<file path="config.mk">
export PLATFORM = sky130hd
export DESIGN_NAME = timer_text_writer_flat
export DESIGN_NICKNAME = d
export VERILOG_FILES = /design/src/rtl/timer_text_writer_if.sv /design/src/rtl/timer_text_writer.sv /design/src/flat_wrapper.sv
export SDC_FILE = /design/constraint.sdc
export NUM_CORES = 1
export LEC_CHECK = 0
export BUFFER_PORTS_ARGS = -buffer_cell sky130_fd_sc_hd__clkbuf_2
export CAP_MARGIN = 40
export CORE_MARGIN = 5
export CORE_UTILIZATION = 52
export DETAILED_ROUTE_END_ITERATION = 7
export HOLD_SLACK_MARGIN = 0.08
export PLACE_DENSITY = 0.75
export SYNTH_ARGS = -nofsm -noshare
export SYNTH_HDL_FRONTEND = slang
export SYNTH_SLANG_ARGS = --single-unit
export TNS_END_PERCENT = 20
</file>
<file path="constraint.sdc">
create_clock -name clock25MHz -period 1.65 [get_ports clock25MHz]
set_input_delay 0.165 -clock clock25MHz [delete_from_list [all_inputs] [get_ports clock25MHz]]
set_output_delay 0.165 -clock clock25MHz [all_outputs]
set_load 0.02 [all_outputs]
</file>
<file path="src/rtl/timer_text_writer_if.sv">
// Character RAM write port A: address, ASCII data and a one-cycle write strobe.
interface timer_text_writer_if;
    logic [12:0] charRamAddrA;
    logic [6:0]  charRamDataA;
    logic        charRamWeA;

    modport master (output charRamAddrA, output charRamDataA, output charRamWeA);
    modport slave  (input  charRamAddrA, input  charRamDataA, input  charRamWeA);
endinterface

</file>
<file path="src/rtl/timer_text_writer.sv">
// BCD mm:ss game timer; once per frame, writes "MM:SS" into char RAM via port A.
module timer_text_writer #(
    parameter logic [12:0] BASE_ADDR = 13'd36
) (
    input  logic                        clock25MHz,
    input  logic                        resetN,
    input  logic                        tick,
    input  logic                        runEn,
    input  logic                        clear,
    input  logic                        frameStart,
    timer_text_writer_if.master         ramA,
    output logic                        busy,
    output logic                        timeMaxed
);

    typedef enum logic {IDLE, WRITE} stateT;

    stateT      state;
    logic [3:0] mT, mO, sT, sO;
    logic [3:0] shMT, shMO, shST, shSO;
    logic [2:0] idx;
    logic [2:0] nxtIdx;
    logic       advance;

    assign timeMaxed = (mT == 4'd9) && (mO == 4'd9) && (sT == 4'd5) && (sO == 4'd9);
    assign advance   = tick & runEn & ~timeMaxed;
    assign nxtIdx    = idx + 3'd1;

    function automatic logic [6:0] glyph(input logic [2:0] i, input logic [3:0] a,
                                         input logic [3:0] b, input logic [3:0] c,
                                         input logic [3:0] d);
        case (i)
            3'd0:    glyph = 7'h30 + {3'b000, a};
            3'd1:    glyph = 7'h30 + {3'b000, b};
            3'd3:    glyph = 7'h30 + {3'b000, c};
            3'd4:    glyph = 7'h30 + {3'b000, d};
            default: glyph = 7'h3A;
        endcase
    endfunction

    // Carry chain; 99:59 is excluded by advance, so mT never needs to wrap.
    always_ff @(posedge clock25MHz or negedge resetN) begin
        if (!resetN) begin
            mT <= '0; mO <= '0; sT <= '0; sO <= '0;
        end else if (clear) begin
            mT <= '0; mO <= '0; sT <= '0; sO <= '0;
        end else if (advance) begin
            if (sO == 4'd9) begin
                sO <= '0;
                if (sT == 4'd5) begin
                    sT <= '0;
                    if (mO == 4'd9) begin
                        mO <= '0;
                        mT <= mT + 4'd1;
                    end else begin
                        mO <= mO + 4'd1;
                    end
                end else begin
                    sT <= sT + 4'd1;
                end
            end else begin
                sO <= sO + 4'd1;
            end
        end
    end

    // idx names the character currently presented on port A.
    always_ff @(posedge clock25MHz or negedge resetN) begin
        if (!resetN) begin
            state             <= IDLE;
            idx               <= '0;
            shMT <= '0; shMO <= '0; shST <= '0; shSO <= '0;
            ramA.charRamAddrA <= '0;
            ramA.charRamDataA <= '0;
            ramA.charRamWeA   <= 1'b0;
            busy              <= 1'b0;
        end else begin
            case (state)
                IDLE: begin
                    ramA.charRamWeA <= 1'b0;
                    if (frameStart) begin
                        state             <= WRITE;
                        shMT <= mT; shMO <= mO; shST <= sT; shSO <= sO;
                        idx               <= '0;
                        busy              <= 1'b1;
                        ramA.charRamWeA   <= 1'b1;
                        ramA.charRamAddrA <= BASE_ADDR;
                        ramA.charRamDataA <= glyph(3'd0, mT, mO, sT, sO);
                    end
                end
                WRITE: begin
                    if (idx == 3'd4) begin
                        state           <= IDLE;
                        ramA.charRamWeA <= 1'b0;
                        busy            <= 1'b0;
                    end else begin
                        idx               <= nxtIdx;
                        ramA.charRamAddrA <= BASE_ADDR + {10'd0, nxtIdx};
                        ramA.charRamDataA <= glyph(nxtIdx, shMT, shMO, shST, shSO);
                    end
                end
                default: state <= IDLE;
            endcase
        end
    end

endmodule
</file>
<file path="src/flat_wrapper.sv">
// flat-port wrapper written by rule: the top's interface ports become plain ports
module timer_text_writer_flat 
#(
    parameter logic [12:0] BASE_ADDR = 13'd36
)
  (clock25MHz, resetN, tick, runEn, clear, frameStart, busy, timeMaxed, ramA_charRamAddrA, ramA_charRamDataA, ramA_charRamWeA);
  timer_text_writer_if ramA_i ();
  input  logic clock25MHz;
  input  logic resetN;
  input  logic tick;
  input  logic runEn;
  input  logic clear;
  input  logic frameStart;
  output logic busy;
  output logic timeMaxed;
  output wire logic [$bits(ramA_i.charRamAddrA)-1:0] ramA_charRamAddrA;
  output wire logic [$bits(ramA_i.charRamDataA)-1:0] ramA_charRamDataA;
  output wire logic [$bits(ramA_i.charRamWeA)-1:0] ramA_charRamWeA;
  assign ramA_charRamAddrA = ramA_i.charRamAddrA;
  assign ramA_charRamDataA = ramA_i.charRamDataA;
  assign ramA_charRamWeA = ramA_i.charRamWeA;
  timer_text_writer #(.BASE_ADDR(BASE_ADDR)) u_core (.clock25MHz(clock25MHz), .resetN(resetN), .tick(tick), .runEn(runEn), .clear(clear), .frameStart(frameStart), .ramA(ramA_i), .busy(busy), .timeMaxed(timeMaxed));
endmodule
</file>
* Word-level counts from Yosys, hierarchy flattened
Index checks and enable logic that the tools add are counted.
** Storage, ports and cells
- Word-level logic and storage cells :: 88
- Input port bits :: 6
- Bits in registers :: 58
- Output and inout port bits :: 23
** Operators by class
- Bitwise gates (word level) :: 4
- Add/sub/neg operators :: 11
- Mux-type cells :: 34
- Eq/ne operators :: 11
- Reductions and logical operators :: 14
** Operators by type and width (number)
- two-way mux 4 bit :: 17
- adder 6 x 4 -> 7 bit (first input constant) :: 5
- one-hot mux 7 bit (4 select lines) :: 1
- two-way mux 13 bit :: 2
- one-hot mux 13 bit (2 select lines) :: 1
- adder 4 x 1 -> 4 bit (second input constant) :: 4
- two-way mux 7 bit :: 2
- one-hot mux 7 bit (2 select lines) :: 1
- equality test 4 bit (second input constant) :: 3
- AND reduction 2 bit :: 4
- nonzero test 2 bit :: 4
- adder 6 x 3 -> 7 bit (first input constant) :: 1
- equality test 3 bit (second input constant) :: 2
- two-way mux 3 bit :: 2
- != test 2 bit (second input constant) :: 3
- one-hot mux 1 bit (2 select lines) :: 3
- one-hot mux 3 bit (2 select lines) :: 1
- equality test 4 x 3 -> 1 bit (second input constant) :: 1
- two-way mux 1 bit :: 4
- AND reduction 4 bit :: 1
- adder 3 x 1 -> 3 bit (second input constant) :: 1
- equality test 3 x 1 -> 1 bit (second input constant) :: 1
- equality test 3 x 2 -> 1 bit (second input constant) :: 1
- logical AND 1 bit :: 3
- other kinds (4) :: 6

* Logic depth before layout (Yosys ltp)
Gate-level depths: netlist of the first run.
- Word-level depth :: 8
- Gate-level depth with buffers :: 8
- Gate-level depth less buffers :: 7

* Worst setup path before layout of the first run
Ideal clock, no wire load.
- Path type :: reg2reg
- Start :: reg u_core.idx[1]
- End :: reg u_core.ramA.charRamDataA[1]
- Library setup time :: 0.126 ns
- Path buffers :: 0
- Cell stages (with the launch flop) :: 6
- Period minus slack after synthesis :: 1.870 ns
- Arrival :: 1.744 ns
- Data required time :: 1.524 ns
- Path slack :: -0.220 ns
- Cells stage by stage :: dfrtp_1 -> ha_1 -> xor2_2 -> mux2_1 -> a211oi_1 -> o21ai_1
** Between the ends
- Word-level cells in the longest chain between the ends :: 5
- Elaborated cells on any way between the ends :: 11
- Classes of those cells :: 1 x add/sub; 5 x eq/ne; 3 x mux; 2 x reduce/logical
** RTL lines
- from (decl) :: line timer_text_writer.sv:21 : logic [2:0] idx;
- from (signal assigned) :: line timer_text_writer.sv:97 : idx <= nxtIdx;
- adder 3 x 1 -> 3 bit :: line timer_text_writer.sv:27 : assign nxtIdx = idx + 3'd1;
- equality test 3 bit, or another cell as far along :: line timer_text_writer.sv:32 : case (i)
- one-hot mux 7 bit (4 select lines) :: line timer_text_writer.sv:32
- two-way mux 7 bit :: line timer_text_writer.sv:92 : if (idx == 3'd4) begin
- one-hot mux 7 bit (2 select lines) :: line timer_text_writer.sv:78 : case (state)
- to (signal assigned) :: line timer_text_writer.sv:88 : ramA.charRamDataA <= glyph(3'd0, mT, mO, sT, sO);
- to (signal assigned) :: line timer_text_writer.sv:99 : ramA.charRamDataA <= glyph(nxtIdx, shMT, shMO, shST, shSO);
- to (decl) :: line timer_text_writer_if.sv:7 : modport master (output charRamAddrA, output charRamDataA, output charRamWeA);
Parallel ways exist; a longest one is shown, timed or not. The select of a mux whose other input is x is not followed.
A chain may end at the register's enable or synchronous reset.

* Final worst setup path of the first run
- Start :: reg u_core.mO[1]
- End :: reg u_core.mT[0]
** Between the ends
- Word-level cells in the longest chain between the ends :: 8
- Elaborated cells on any way between the ends :: 9
- Classes of those cells :: 1 x eq/ne; 2 x bitwise; 6 x reduce/logical
** RTL lines
- from (decl) :: line timer_text_writer.sv:19 : logic [3:0] mT, mO, sT, sO;
- from (signal assigned) :: line timer_text_writer.sv:56 : mO <= mO + 4'd1;
- equality test 4 bit * :: line timer_text_writer.sv:25, timer_text_writer.sv:52
- logical AND 1 bit (3 in a row) :: line timer_text_writer.sv:25 : assign timeMaxed = (mT == 4'd9) && (mO == 4'd9) && (sT == 4'd5) && (sO == 4'd9);
- inverter 1 bit :: line timer_text_writer.sv:26 : assign advance = tick & runEn & ~timeMaxed;
- bitwise AND 1 bit :: line timer_text_writer.sv:26
- nonzero test 2 bit (no source line)
- AND reduction 4 bit (no source line) *
- to (signal assigned) :: line timer_text_writer.sv:54 : mT <= mT + 4'd1;
- to (decl) :: line timer_text_writer.sv:19
Every way passes the cells marked *; elsewhere a longest branch is shown, timed or not.

==> metrics.cfg, run 1 <==
[grt]
grt_max_degree=29
antenna_found_initial=0
grt_pass1_vias=2049
grt_pass1_wl_um=9730
grt-ovfl-total=0
grt_usage=0.200

[detailed_routing]
dr.first_iter.drc_count=187
drcViolationCount=0
vias_per_cell=5.52
wl_per_cell_um=15.6
firstDrtPassIters=4
via_count=2044
ant_nets=0
finalWirelength_um=5770

[cells_and_area]
seq_area_um2=1100
multi_input_area_um2=1270
layout-drive-gt1-share=0.349
fin_area_um2=3070
syn2layout_area_growth_pct=30.8
fillers=328
diodes=0
post-route-util=0.705
nNetsFinal=333
instances_no_fill=370

[setup_path]
cp.required_ns=1.83
start_kind=flip-flop
path_max_fanout=2
end_kind=flip-flop
regToRegEndpoint=u_core.mT[0]
rrSetupSlack_ns=-0.11
reg2reg_depth=7
arrival_ns=1.94
timing.rr.start=u_core.mO[1]
worstSetupPathType=reg2reg

[clock_tree]
clock_path_buffers=2
clk_pin_slew_worst_paths_ns=0.08
insertion_delay_ns=0.30
root_buffer=clkbuf_8
cts_tree=built
htree_levels=2
clock_sinks=44
cts_buffers=5

[hold_path]
worstHoldEndpoint=u_core.busy
hp-class=in2reg
min_from=frameStart
min_path_cells=3

[power_and_ir_drop]
p_leak_nw=1.49
vdd_drop_max_mv=0.570
p_per_area_nw_per_um2=1170

[floorplanning]
die_w_um=77.2
io_pins=29
die_area_um2=5950
fp-row-count=24
die_h_um=77.2
start_util=0.539
coreArea_um2=4350

[logic_synthesis]
synth_seq_cells=44
ys_seq_area_frac=0.469
async_flop_share=1.00
ys.flop_type=dfrtp_1
synth_area_leaders=dfrtp_1 47%, nand2_1 8.6%, ha_1 5.3%
synth_area_um2=2350
syn_area_per_cell_um2=9.13
ys_types=45
syn-instance-count=257
synth_top_area_cell=dfrtp_1
yosysTopAreaCellShare=0.469
yosys_warnings=0
synth_edf_count=0

[placed_design]
dpl_cell_area_um2=2700
io_buffers=19
dp_hpwl_um=3990
gp_congestion=0.836
placed_cells=347

[timing]
max_freq_mhz=569
holdWs_ns=0.156
finalCritPeriodShare=1.06
fin_crit_ns=1.76
rsz0062_at_grt=yes
fin_ws_ns=-0.106
setup_viol=7
hold_violations=0
skew_ns=0.00978
maxSlewViolCount=0
finalSetupTns_ns=-0.396

[status]
violations=negative setup slack
status=finished with violations

[run]
cap_violations=0

[worst max-delay path, stage by stage (launching register included)]
cell and delay (ns):
dfrtp_1 0.40, inv_2 0.09, ha_4 0.13, nand3b_1 0.15
buf_6 0.17, nor4_4 0.30, nand2_2 0.11, mux2_4 0.30
[placed cells by master (no fill, tap or decap), types with 5 or more instances in the layout]
cell,netlist,layout
inv_2,1,5
inv_1,9,5
nor2_1,15,14
clkbuf_2,0,18
o21ai_0,17,17
nand3_1,6,6
ha_1,10,6
buf_4,11,43
a21oi_2,0,7
clkbuf_8,0,5
a21oi_1,15,8
conb_1,1,9
dfrtp_1,44,42
or3_1,7,6
mux2_4,0,5
nand2_1,54,52
[synth_stat cells (2+ instances only)]
cell type  count
nand3b_1       3
o211ai_1       2
buf_4         11
nor2b_1        3
a21oi_1       15
nor2_1        15
nand4_1        2
nand2b_1       3
clkbuf_1       6
a211oi_1       4
ha_1          10
dfrtp_1       44
nand2_1       54
a22oi_1        4
o21ai_1        4
nand4b_1       3
o31ai_1        2
a31oi_1        2
and2_1         2
nor3_1         2
mux2_1         4
nand3_1        6
and3b_1        2
inv_1          9
o21ai_0       17
or3_1          7
buf_2          3
[worst max-delay path by stage]
stage | from | end | slack (ns) | depth (start not counted)
finish | u_core.mO[1] | u_core.mT[0] | -0.11 | 7
detailed placement | u_core.mO[1] | u_core.mT[0] | -0.06 | 6
CTS | u_core.mO[1] | timeMaxed | -0.11 | 8
global route | u_core.mO[1] | u_core.mT[0] | -0.19 | 7
global placement | u_core.mO[1] | u_core.mT[0] | -0.03 | 6
floorplan | u_core.idx[1] | u_core.ramA.charRamDataA[1] | -0.02 | 5
[registers in the layout, summed over array words and instances, names as in the netlist]
| register | flops |
|---|---|
| u_core.state | 1 |
| u_core.mO | 4 |
| u_core.ramA.charRamAddrA | 2 |
| u_core.shMT | 4 |
| u_core.busy | 1 |
| u_core.mT | 4 |
| u_core.sT | 4 |
| u_core.shSO | 4 |
| u_core.idx | 2 |
| u_core.sO | 4 |
| u_core.shMO | 4 |
| u_core.ramA.charRamWeA | 1 |
| u_core.shST | 4 |
| u_core.ramA.charRamDataA | 5 |
[layout make-up]
class	instances	area share
multi-input cells	190	0.415
flip-flops and latches	44	0.360
repair buffers	66	0.157
clock buffers	6	0.0236
well taps	52	0.0212
inverters	10	0.0122
clock inverters	2	0.0114
[power by group]
part / switching [mW] / total [mW] / internal (mW)
logic: 0.804 / 1.43 / 0.624
registers: 0.128 / 1.35 / 1.22
clock network: 0.360 / 0.810 / 0.449
[per-stage QoR]
stage | setup slack, ns | power, mW
finish | -0.106 | 3.59
global route | -0.194 | 3.81
CTS | -0.107 | 3.56
detailed placement | -0.0622 | 2.73
global placement | -0.0263 | 2.70
floorplan | -0.0175 | 2.15
[per-layer routing]
layer	up-vias	part of all wire	track usage	wire length (µm)
met5	-	0	0	0
met4	0	0.017	0.0619	96
met3	10	0.042	0.0410	240
met2	55	0.54	0.359	3090
met1	1003	0.41	0.237	2340
li1	976	-	-	-
[kinds of logic (layout without fill, tap and decap cells)]
logic type      Yosys count  after routing  share of synthesized area
compound gates           54             54                      0.135
xor+xnor                  2              2                     0.0107
fa+ha+maj                10             10                     0.0533
buf+inv                  31             84                     0.0688
flops                    44             44                      0.469
mux                       6              6                     0.0283
other cells               1              9                    0.00160
simple gates            109            109                      0.233
[what timing repair did]
item	CTS	global route
setup endpoints to repair	4	16
hold endpoints to repair	16	0
setup buffers	7	7
resized for setup	15	23
pin swaps	3	12
hold buffers	1	0
No activity file was read; power rests on OpenSTA's default activity.
==> run 2, diff against run 1 <==
--- a/config.mk
+++ b/config.mk
@@ -8,10 +8,11 @@
 export BUFFER_PORTS_ARGS = -buffer_cell sky130_fd_sc_hd__clkbuf_2
 export CAP_MARGIN = 40
 export CORE_MARGIN = 5
-export CORE_UTILIZATION = 52
+export CORE_UTILIZATION = 45
 export DETAILED_ROUTE_END_ITERATION = 7
 export HOLD_SLACK_MARGIN = 0.08
-export PLACE_DENSITY = 0.75
+export PLACE_DENSITY = 0.67
+export SLEW_MARGIN = 20
 export SYNTH_ARGS = -nofsm -noshare
 export SYNTH_HDL_FRONTEND = slang
 export SYNTH_SLANG_ARGS = --single-unit
==> run 2 against run 1 <==
Net effect:
- the flow still finishes with violations (negative setup slack)
- power decreased by 6.9%
- cell count increased by 3.2%
- via count decreased by 5.9%
- fmax decreased by 1.6%
- critical path depth unchanged
- setup slack got worse by 0.029 ns
- clock power decreased by 18%
- critical endpoint is now timeMaxed
==> metrics.cfg, run 2 (synthesized netlist as in run 1, its figures left out) <==
[grt]
antenna_found_initial=0  ; unchanged
grt_max_degree=27  ; -6.9%
grt_pass1_vias=1930  ; -5.8%
grt_usage=0.171  ; -0.0287
grt-ovfl-total=0  ; unchanged
grt_pass1_wl_um=8910  ; -8.4%

[power_and_ir_drop]
p_leak_nw=1.45  ; -3.0%
vdd_drop_max_mv=0.551  ; -3.4%
fin_total_pwr_mw=3.34  ; -6.9%
p_per_area_nw_per_um2=1120  ; -4.7%

[setup_path]
cp.required_ns=1.48  ; -0.35 ns
start_kind=flip-flop
end_kind=output port
path_max_fanout=3  ; +1
worstSetupPathType=reg2out
arrival_ns=1.62  ; -0.32 ns

[cells_and_area]
syn2layout_area_growth_pct=27.7
layout-drive-gt1-share=0.321  ; -0.0285
post-route-util=0.590  ; -0.115
instances_no_fill=382  ; +3.2%
regMostFlops=u_core.ramA.charRamDataA
largest_reg_flops=5  ; unchanged
nNetsFinal=327  ; -1.8%
mostFrequentLayoutCells=53 x nand2_1, 42 x dfrtp_1, 37 x buf_4
fillers=458  ; +40%
final_common_cell=nand2_1
fin_area_um2=3000  ; -2.4%
diodes=0  ; unchanged

[timing]
max_freq_mhz=560  ; -1.6%
setup_viol=4  ; -3
maxSlewViolCount=0  ; unchanged
fin_crit_ns=1.79  ; +0.0292 ns
tightest_slew_ns=0.515
rsz0062_at_grt=yes
slew_headroom=0.657
hold_violations=0  ; unchanged
skew_ns=0.00703  ; -0.00275 ns
finalSetupTns_ns=-0.354  ; +0.0422 ns
fin_ws_ns=-0.136  ; -0.0292 ns
finalCritPeriodShare=1.08  ; +0.0177

[detailed_routing]
firstDrtPassIters=4  ; unchanged
drcViolationCount=0  ; unchanged
finalWirelength_um=5210  ; -9.7%
vias_per_cell=5.04  ; -8.8%
ant_nets=0  ; unchanged
wl_per_cell_um=13.6  ; -13%
via_count=1924  ; -5.9%
dr.first_iter.drc_count=93  ; -50%

[clock_tree]
clock_path_buffers=2  ; unchanged
cts_buffers=5  ; unchanged
cts_tree=built
clock_sinks=44  ; unchanged
root_buffer=clkbuf_8
insertion_delay_ns=0.30  ; about the same
clk_pin_slew_worst_paths_ns=0.08  ; about the same
htree_levels=2  ; unchanged

[floorplanning]
coreArea_um2=5070  ; +17%
io_pins=29  ; unchanged
die_w_um=82.2  ; +6.5%
start_util=0.462  ; -0.0765
die_h_um=82.2  ; +6.5%
die_area_um2=6760  ; +13%
fp-row-count=26  ; +8.3%

[status]
violations=negative setup slack
status=finished with violations

[placed_design]
placed_cells=366  ; +5.5%
io_buffers=19  ; unchanged
dpl_cell_area_um2=2730  ; +1.1%
dp_hpwl_um=3890  ; -2.7%
gp_congestion=0.853  ; +2.0%

[run]
cap_violations=0  ; unchanged

[hold_path]
hp-class=in2reg

run 2: changes by cell type in the layout (fill, tap and decap cells not counted), sizes merged:
cell,previous run,this run
buf,47,41
bufinv,1,0
clkbuf,24,23
clkinv,1,3
run 2: metal layers:
layer / routed length [µm] / up-vias / track usage
li1: - / 967 / -
met1: 2270 / 907 / 0.209
met2: 2610 / 40 / 0.304
met3: 237 / 10 / 0.0380
met4: 80 / 0 / 0.0415
met5: 0 / - / 0
run 2: worst max-delay path, cell delays in order, from the launching register on:
cell	delay, ns
dfrtp_1	0.38
inv_1	0.12
ha_1	0.16
nand3b_1	0.16
nor3_4	0.25
nand2_2	0.09
inv_2	0.07
buf_8	0.10
run 2: final timing paths:
check	depth (start not counted)	slack, ns	from	to
max in group asynchronous	3	0.78	resetN	u_core.shMO[0]
hold / removal	3	0.17	frameStart	u_core.busy
min in group asynchronous	2	0.36	resetN	u_core.ramA.charRamWeA
hold reg to reg	2	0.48	u_core.ramA.charRamWeA	u_core.ramA.charRamWeA
setup reg to reg	9	-0.13	u_core.mT[1]	u_core.sO[0]
setup / recovery	7	-0.14	u_core.mT[1]	timeMaxed
run 2: area by class of cell:
class	count	area, µm²	area share
timing repair buffer	60	435	0.145
tap	70	87.6	0.0292
clock inverter	3	18.8	0.00627
inverter	10	37.5	0.0125
multi-input combinational	190	1240	0.415
clock buffer	5	68.8	0.0230
sequential	44	1100	0.368
run 2: power breakdown:
part | leakage, nW | switching, mW | internal [mW] | total [mW]
combinational | 0.816 | 0.751 | 0.566 | 1.32
clock | 0.0479 | 0.369 | 0.295 | 0.664
sequential | 0.586 | 0.136 | 1.22 | 1.36
total | 1.45 | 1.26 | 2.08 | 3.34
run 2: stage by stage:
step                      setup WS, ns  hold WS [ns]
final                           -0.136         0.172
after global routing            -0.213         0.186
after CTS                       -0.129         0.173
after detailed placement       -0.0387         0.153
after global placement         -0.0334         0.166
after floorplan                -0.0175        -0.131
run 2: timing repair:
action | CTS | global route
resized for setup | 16 | 16
endpoints found under the hold margin | 18 | 0
pin swaps | 5 | 14
setup buffers | 5 | 2
setup endpoints to repair | 5 | 13
hold buffers | 1 | 0
